$ cat src/rtl/addsub_pkg.sv
// Shared types and constants for the add/sub accumulator: opcodes, FSM states
// and the default datapath width.
package addsub_pkg;

  localparam int DEFAULT_WIDTH = 4;

  typedef enum logic [1:0] {
    OP_ADD   = 2'b00,
    OP_SUB   = 2'b01,
    OP_LOAD  = 2'b10,
    OP_CLEAR = 2'b11
  } op_e;

  typedef enum logic [1:0] {
    S_IDLE = 2'b00,
    S_EXEC = 2'b01,
    S_RESP = 2'b10
  } state_e;

endpackage

$ cat src/rtl/addsub_unit.sv
// Combinational two's-complement adder-subtractor: ripple chain over b^sel with
// carry-in = sel, so sel=1 computes a + ~b + 1.
module addsub_unit
  import addsub_pkg::*;
#(
  parameter int WIDTH = DEFAULT_WIDTH
) (
  input  logic [WIDTH-1:0] a_i,
  input  logic [WIDTH-1:0] b_i,
  input  logic             sel_i,
  output logic [WIDTH-1:0] res_o,
  output logic             cout_o,
  output logic             ovf_o
);

  logic [WIDTH-1:0] b_x;
  logic [WIDTH:0]   carry;

  assign b_x      = b_i ^ {WIDTH{sel_i}};
  assign carry[0] = sel_i;

  for (genvar i = 0; i < WIDTH; i++) begin : g_ripple
    assign res_o[i]   = a_i[i] ^ b_x[i] ^ carry[i];
    assign carry[i+1] = (a_i[i] & b_x[i]) | (carry[i] & (a_i[i] ^ b_x[i]));
  end

  // Carry into and out of the sign bit disagree exactly when the signed result
  // leaves the representable range.
  assign cout_o = carry[WIDTH];
  assign ovf_o  = carry[WIDTH] ^ carry[WIDTH-1];

endmodule

$ cat src/rtl/addsub_accumulator.sv
// Command/response accumulator around addsub_unit: IDLE accepts a command,
// EXEC updates the accumulator and response registers, RESP holds the result.
module addsub_accumulator
  import addsub_pkg::*;
#(
  parameter int WIDTH = DEFAULT_WIDTH
) (
  input  logic             clk,
  input  logic             rst_n,
  input  logic             cmd_valid,
  output logic             cmd_ready,
  input  logic [1:0]       cmd_op,
  input  logic [WIDTH-1:0] cmd_data,
  output logic             rsp_valid,
  input  logic             rsp_ready,
  output logic [WIDTH-1:0] rsp_acc,
  output logic             rsp_cout,
  output logic             rsp_ovf,
  output logic             rsp_zero,
  output logic [WIDTH-1:0] acc_q
);

  state_e           state_q;
  op_e              op_q;
  logic [WIDTH-1:0] data_q;
  logic             rsp_valid_q;
  logic [WIDTH-1:0] rsp_acc_q;
  logic             rsp_cout_q;
  logic             rsp_ovf_q;
  logic             rsp_zero_q;

  logic             sel;
  logic [WIDTH-1:0] sum;
  logic             sum_cout;
  logic             sum_ovf;
  logic [WIDTH-1:0] acc_d;
  logic             cout_d;
  logic             ovf_d;

  assign sel = (op_q == OP_SUB);

  addsub_unit #(.WIDTH(WIDTH)) u_addsub (
    .a_i    (acc_q),
    .b_i    (data_q),
    .sel_i  (sel),
    .res_o  (sum),
    .cout_o (sum_cout),
    .ovf_o  (sum_ovf)
  );

  always_comb begin
    // NOTE: every output gets a default before the case so no path leaves it
    // unassigned, which would otherwise infer a latch.
    acc_d  = '0;
    cout_d = 1'b0;
    ovf_d  = 1'b0;
    unique case (op_q)
      OP_ADD, OP_SUB: begin
        acc_d  = sum;
        cout_d = sum_cout;
        ovf_d  = sum_ovf;
      end
      OP_LOAD:  acc_d = data_q;
      OP_CLEAR: acc_d = '0;
      default:  acc_d = '0;
    endcase
  end

  // NOTE: all state here uses non-blocking assignments so every register samples
  // the pre-edge values, independent of statement order.
  always_ff @(posedge clk) begin
    if (!rst_n) begin
      state_q     <= S_IDLE;
      op_q        <= OP_ADD;
      data_q      <= '0;
      acc_q       <= '0;
      rsp_valid_q <= 1'b0;
      rsp_acc_q   <= '0;
      rsp_cout_q  <= 1'b0;
      rsp_ovf_q   <= 1'b0;
      rsp_zero_q  <= 1'b0;
    end else begin
      unique case (state_q)
        S_IDLE: begin
          if (cmd_valid) begin
            op_q    <= op_e'(cmd_op);
            data_q  <= cmd_data;
            state_q <= S_EXEC;
          end
        end
        S_EXEC: begin
          acc_q       <= acc_d;
          rsp_acc_q   <= acc_d;
          rsp_cout_q  <= cout_d;
          rsp_ovf_q   <= ovf_d;
          rsp_zero_q  <= (acc_d == '0);
          rsp_valid_q <= 1'b1;
          state_q     <= S_RESP;
        end
        S_RESP: begin
          if (rsp_ready) begin
            rsp_valid_q <= 1'b0;
            state_q     <= S_IDLE;
          end
        end
        default: state_q <= S_IDLE;
      endcase
    end
  end

  // Ready is suppressed during reset even though the state already reads IDLE.
  assign cmd_ready = rst_n && (state_q == S_IDLE);
  assign rsp_valid = rsp_valid_q;
  assign rsp_acc   = rsp_acc_q;
  assign rsp_cout  = rsp_cout_q;
  assign rsp_ovf   = rsp_ovf_q;
  assign rsp_zero  = rsp_zero_q;

endmodule

$ cat config.mk
export PLATFORM = sky130hd
export DESIGN_NAME = addsub_accumulator
export DESIGN_NICKNAME = d
export VERILOG_FILES = /design/src/rtl/addsub_pkg.sv /design/src/rtl/addsub_unit.sv /design/src/rtl/addsub_accumulator.sv
export SDC_FILE = /design/constraint.sdc
export NUM_CORES = 1
export LEC_CHECK = 0
export CORE_MARGIN = 2
export CORE_UTILIZATION = 44
export CTS_CLUSTER_SIZE = 28
export DETAILED_ROUTE_END_ITERATION = 12
export HOLD_SLACK_MARGIN = 0.1
export PLACE_DENSITY = 0.85
export SLEW_MARGIN = 15
export SYNTH_ARGS = -nofsm -noshare
export SYNTH_HDL_FRONTEND = slang
export SYNTH_SLANG_ARGS = --single-unit
$ cat constraint.sdc
create_clock -name clk -period 5.02 [get_ports clk]
set_clock_uncertainty 0.2 [all_clocks]
set_input_delay 1.255 -clock clk [delete_from_list [all_inputs] [get_ports clk]]
set_output_delay 1.255 -clock clk [all_outputs]
set_load 0.1 [all_outputs]
==> key figures <==
Worst setup path
  • WP data arrival: 2460 ps
  • Data required time at the worst endpoint: 3570 ps
  • Slowest stage cell, crit path: sky130_fd_sc_hd__clkdlybuf4s50_1
  • Number of cells traversed by the worst register-to-register path: 9
  • Worst setup path category: input pin to primary output
  • List of cells traversed by the critical path: clkdlybuf4s50_1 -> buf_4 -> nor3b_1 -> buf_4
  • Type of destination of the critical path: primary output
  • Startpoint class of the critical path: input pin
  • Maximum net fanout on the critical path: 17
  • Crit-path most repeated cell: sky130_fd_sc_hd__buf_4
  • CP max stage delay: 450 ps

Placed design
  • Total cell area at the placement stage: 1070 sq um
  • IO buf count: 22
  • Post-detailed-placement half-perimeter wirelength: 1240 microns
  • Final Wtd Congestion: 0.829

Clocking
  • H-tree levels: 1
  • Total CTS buffers: 3
  • Clock tree root driver cell: sky130_fd_sc_hd__clkbuf_4
  • Clock slew at the register clock pins of the worst setup and hold paths: 100 ps
  • Post-CTS setup buffers: 0
  • Count of hold buffers inserted by post-cts repair: 0
  • Maximum buffer depth of the clock tree: 2
  • CTS sink cnt: 16
  • Skew-Pair Late Insertion Delay: 290 ps
  • TritonCTS clock tree: yes
  • Number of cells upsized or downsized after cts: 0

Pwr
  • Sw Ratio: 0.377
  • Sequential Power Share: 0.413
  • Internal power: 0.221 mW
  • Maximum ir drop on the vdd rail: 0.194 mV
  • Comb pwr share: 0.343
  • Proportion of power drawn by the clock network: 0.244
  • Switch Pwr: 0.133 mW
  • Leakage power total: 0.439 nW
  • Cell area power density: 321 nW/um^2
  • Overall power after layout: 0.354 mW

Logic synthesis
  • Most frequently used cell type in the post-synthesis netlist: sky130_fd_sc_hd__dfxtp_1
  • Synthesized cell area: 856 sq um
  • Top cell type by total area after synthesis: sky130_fd_sc_hd__dfxtp_1
  • Share of Yosys cell area claimed by the top area cell type: 0.374
  • Number of synthesized register bits: 16
  • Net Count, Synth: 98
  • Part of the Yosys area used for sequential elements: 0.374
  • Top post-synthesis cells by area: sky130_fd_sc_hd__dfxtp_1, sky130_fd_sc_hd__fa_1, sky130_fd_sc_hd__mux2i_1, sky130_fd_sc_hd__nor2b_1, sky130_fd_sc_hd__buf_4
  • Top_reg_cell synth: sky130_fd_sc_hd__dfxtp_1
  • Average size of a mapped cell: 10.1 sq um
  • Count of synthesis-stage warnings from yosys: 0
  • Most used standard cells in the synthesized netlist: sky130_fd_sc_hd__dfxtp_1, sky130_fd_sc_hd__nor2b_1, sky130_fd_sc_hd__nand2_1, sky130_fd_sc_hd__mux2i_1, sky130_fd_sc_hd__buf_4
  • Library cells used by synthesis: 31
  • Post-synthesis cell count: 85
  • Number of enable flip-flop cells after synthesis: 0
  • Share of async-settable or async-resettable flops after synthesis: 0

STA
  • Slew at the pin with the worst max-slew slack: 977 ps
  • Min cycle time layout: 3920 ps
  • Slew Limit Headroom: 0.346
  • Timing-limited maximum frequency: 255 MHz
  • Setup violation total in the final timing report: 0
  • Fin. Hold Viols: 0
  • Summed negative setup slack over all endpoints: 0 ps
  • Unrepaired setup endpoints after global routing: false
  • Final number of max-transition violations: 0
  • Portion of the clock cycle consumed by the worst path in the final layout: 0.781

Route
  • Overall routed net length: 1630 microns
  • Number of routed nets with antenna violations: 0
  • Initial DRC count: 18
  • DR pass1 iterations: 4
  • Vias post-DR: 661
  • Drt wl/cell: 12.5 microns
  • Vias per cell: 5.08
  • DR DRC count: 0

Floorplan
  • Starting density of the core: 0.480
  • Die height: 48.1 microns
  • Core box area: 1780 sq um
  • Number of placed I/O pins: 23
  • Die Span X: 48.1 microns
  • Area enclosed by the die boundary: 2310 sq um
  • Number of rows in the core area: 15

Finish
  • # fillers: 155
  • Share of final-layout standard cells stronger than drive strength 1: 0.0952
  • Count of inserted antenna diode cells: 0
  • Nets: 119
  • Core Util, Final: 0.618
  • Area grow syn2layout: 28.8%
  • Finished layout cell area: 1100 sq um

Global route
  • Total global-route track usage: 0.164
  • Pin count of the biggest net entering global routing: 18
  • Sum of overflow across all layers after global routing: 0
  • Via count of the first global-routing pass: 594
  • Initial antenna violation count: 0
  • First-pass GRT wire length: 2550 microns

Status
  • Result of the run: complete, no violations

Run
  • Maximum Capacitance Violations: 0

Hold path
  • Hold/Removal Path Class: flip-flop to flip-flop
  • Hold Path Depth: 2
critical path: cells and delay by family:
family / cells / cell delay, ps
buffers and inverters: 3 / 970
and+or+nand+nor: 1 / 240
power groups by stage:
stage | Combinational, mW | Clock [mW] | Sequential [mW]
after CTS | 0.122 | 0.0897 | 0.146
after global routing | 0.129 | 0.0943 | 0.148
after global placement | 0.119 | 0 | 0.149
after floorplan | 0.0692 | 0 | 0.175
final | 0.121 | 0.0863 | 0.146
after detailed placement | 0.122 | 0 | 0.149
cells in the final DEF (no fill, tap or decap):
cell and count:
sky130_fd_sc_hd__inv_1 4, sky130_fd_sc_hd__o21ai_1 1, sky130_fd_sc_hd__mux2i_1 6, sky130_fd_sc_hd__fa_1 3, sky130_fd_sc_hd__o221ai_1 3, sky130_fd_sc_hd__nor3b_4 1, sky130_fd_sc_hd__nand3_1 1, sky130_fd_sc_hd__clkdlybuf4s50_1 21
sky130_fd_sc_hd__nand2b_1 2, sky130_fd_sc_hd__a21oi_1 1, sky130_fd_sc_hd__xor2_1 1, sky130_fd_sc_hd__nand3b_1 2, sky130_fd_sc_hd__xnor2_1 4, sky130_fd_sc_hd__nor3b_1 2, sky130_fd_sc_hd__clkbuf_4 3, sky130_fd_sc_hd__o21a_1 1
sky130_fd_sc_hd__o31ai_2 1, sky130_fd_sc_hd__and2_1 1, sky130_fd_sc_hd__nand2b_2 1, sky130_fd_sc_hd__o211a_1 3, sky130_fd_sc_hd__and3_1 1, sky130_fd_sc_hd__or3_1 1, sky130_fd_sc_hd__o221ai_2 1, sky130_fd_sc_hd__nor2_1 2
sky130_fd_sc_hd__o22ai_1 1, sky130_fd_sc_hd__clkbuf_8 1, sky130_fd_sc_hd__o21ba_1 1, sky130_fd_sc_hd__dfxtp_1 16, sky130_fd_sc_hd__nor2b_1 8, sky130_fd_sc_hd__a21boi_1 2, sky130_fd_sc_hd__buf_4 2, sky130_fd_sc_hd__nand2_1 7
final timing paths:
path | end | slack (ps) | startpoint
min | rsp_cout$_SDFFE_PN0P_ | 260 | rsp_cout$_SDFFE_PN0P_
max reg2reg | rsp_ovf$_SDFFE_PN0P_ | 1940 | op_q[1]$_SDFFE_PN0P_
max | cmd_ready | 1100 | rst_n
min reg2reg | rsp_cout$_SDFFE_PN0P_ | 260 | rsp_cout$_SDFFE_PN0P_
cells by family after synthesis:
family | Yosys count | share of synthesized area
and+or+nand+nor | 29 | 0.208
buffers and inverters | 11 | 0.0716
AOI/OAI and AO/OA | 15 | 0.155
DFF | 16 | 0.374
adders and majority gates | 3 | 0.0702
muxes | 6 | 0.0702
xor gates and xnor gates | 5 | 0.0512
sequential cells by signal, summed over array words and instances (netlist names):
signal and cells:
state_q 2, rsp_ovf 1, op_q 2, rsp_valid 1
rsp_acc 4, rsp_cout 1, data_q 4, rsp_zero 1
layer usage:
layer / GRT usage / wire, microns / up-vias
li1: - / - / 332
met1: 0.191 / 742 / 311
met2: 0.256 / 808 / 18
met3: 0.0667 / 78 / 0
met4: 0.0919 / 0 / 0
met5: 0 / 0 / -
metrics by stage:
step                      hold WS, ps  cells  setup slack (ps)
after floorplan                   321     85              95.3
after global placement            241    126              1100
after detailed placement          252    126              1090
after CTS                         266    130              1090
after global routing              282    130               988
final                             259    130              1100
final cells by class:
class                   instances  area (sq um)  area share
clock buffers                   4          36.3      0.0329
inverters                       4          15.0      0.0136
well taps                      25          31.3      0.0284
flip-flops and latches         16           320       0.291
multi-input cells              58           474       0.430
repair buffers                 23           225       0.204
(Power assumes the default switching activity.)
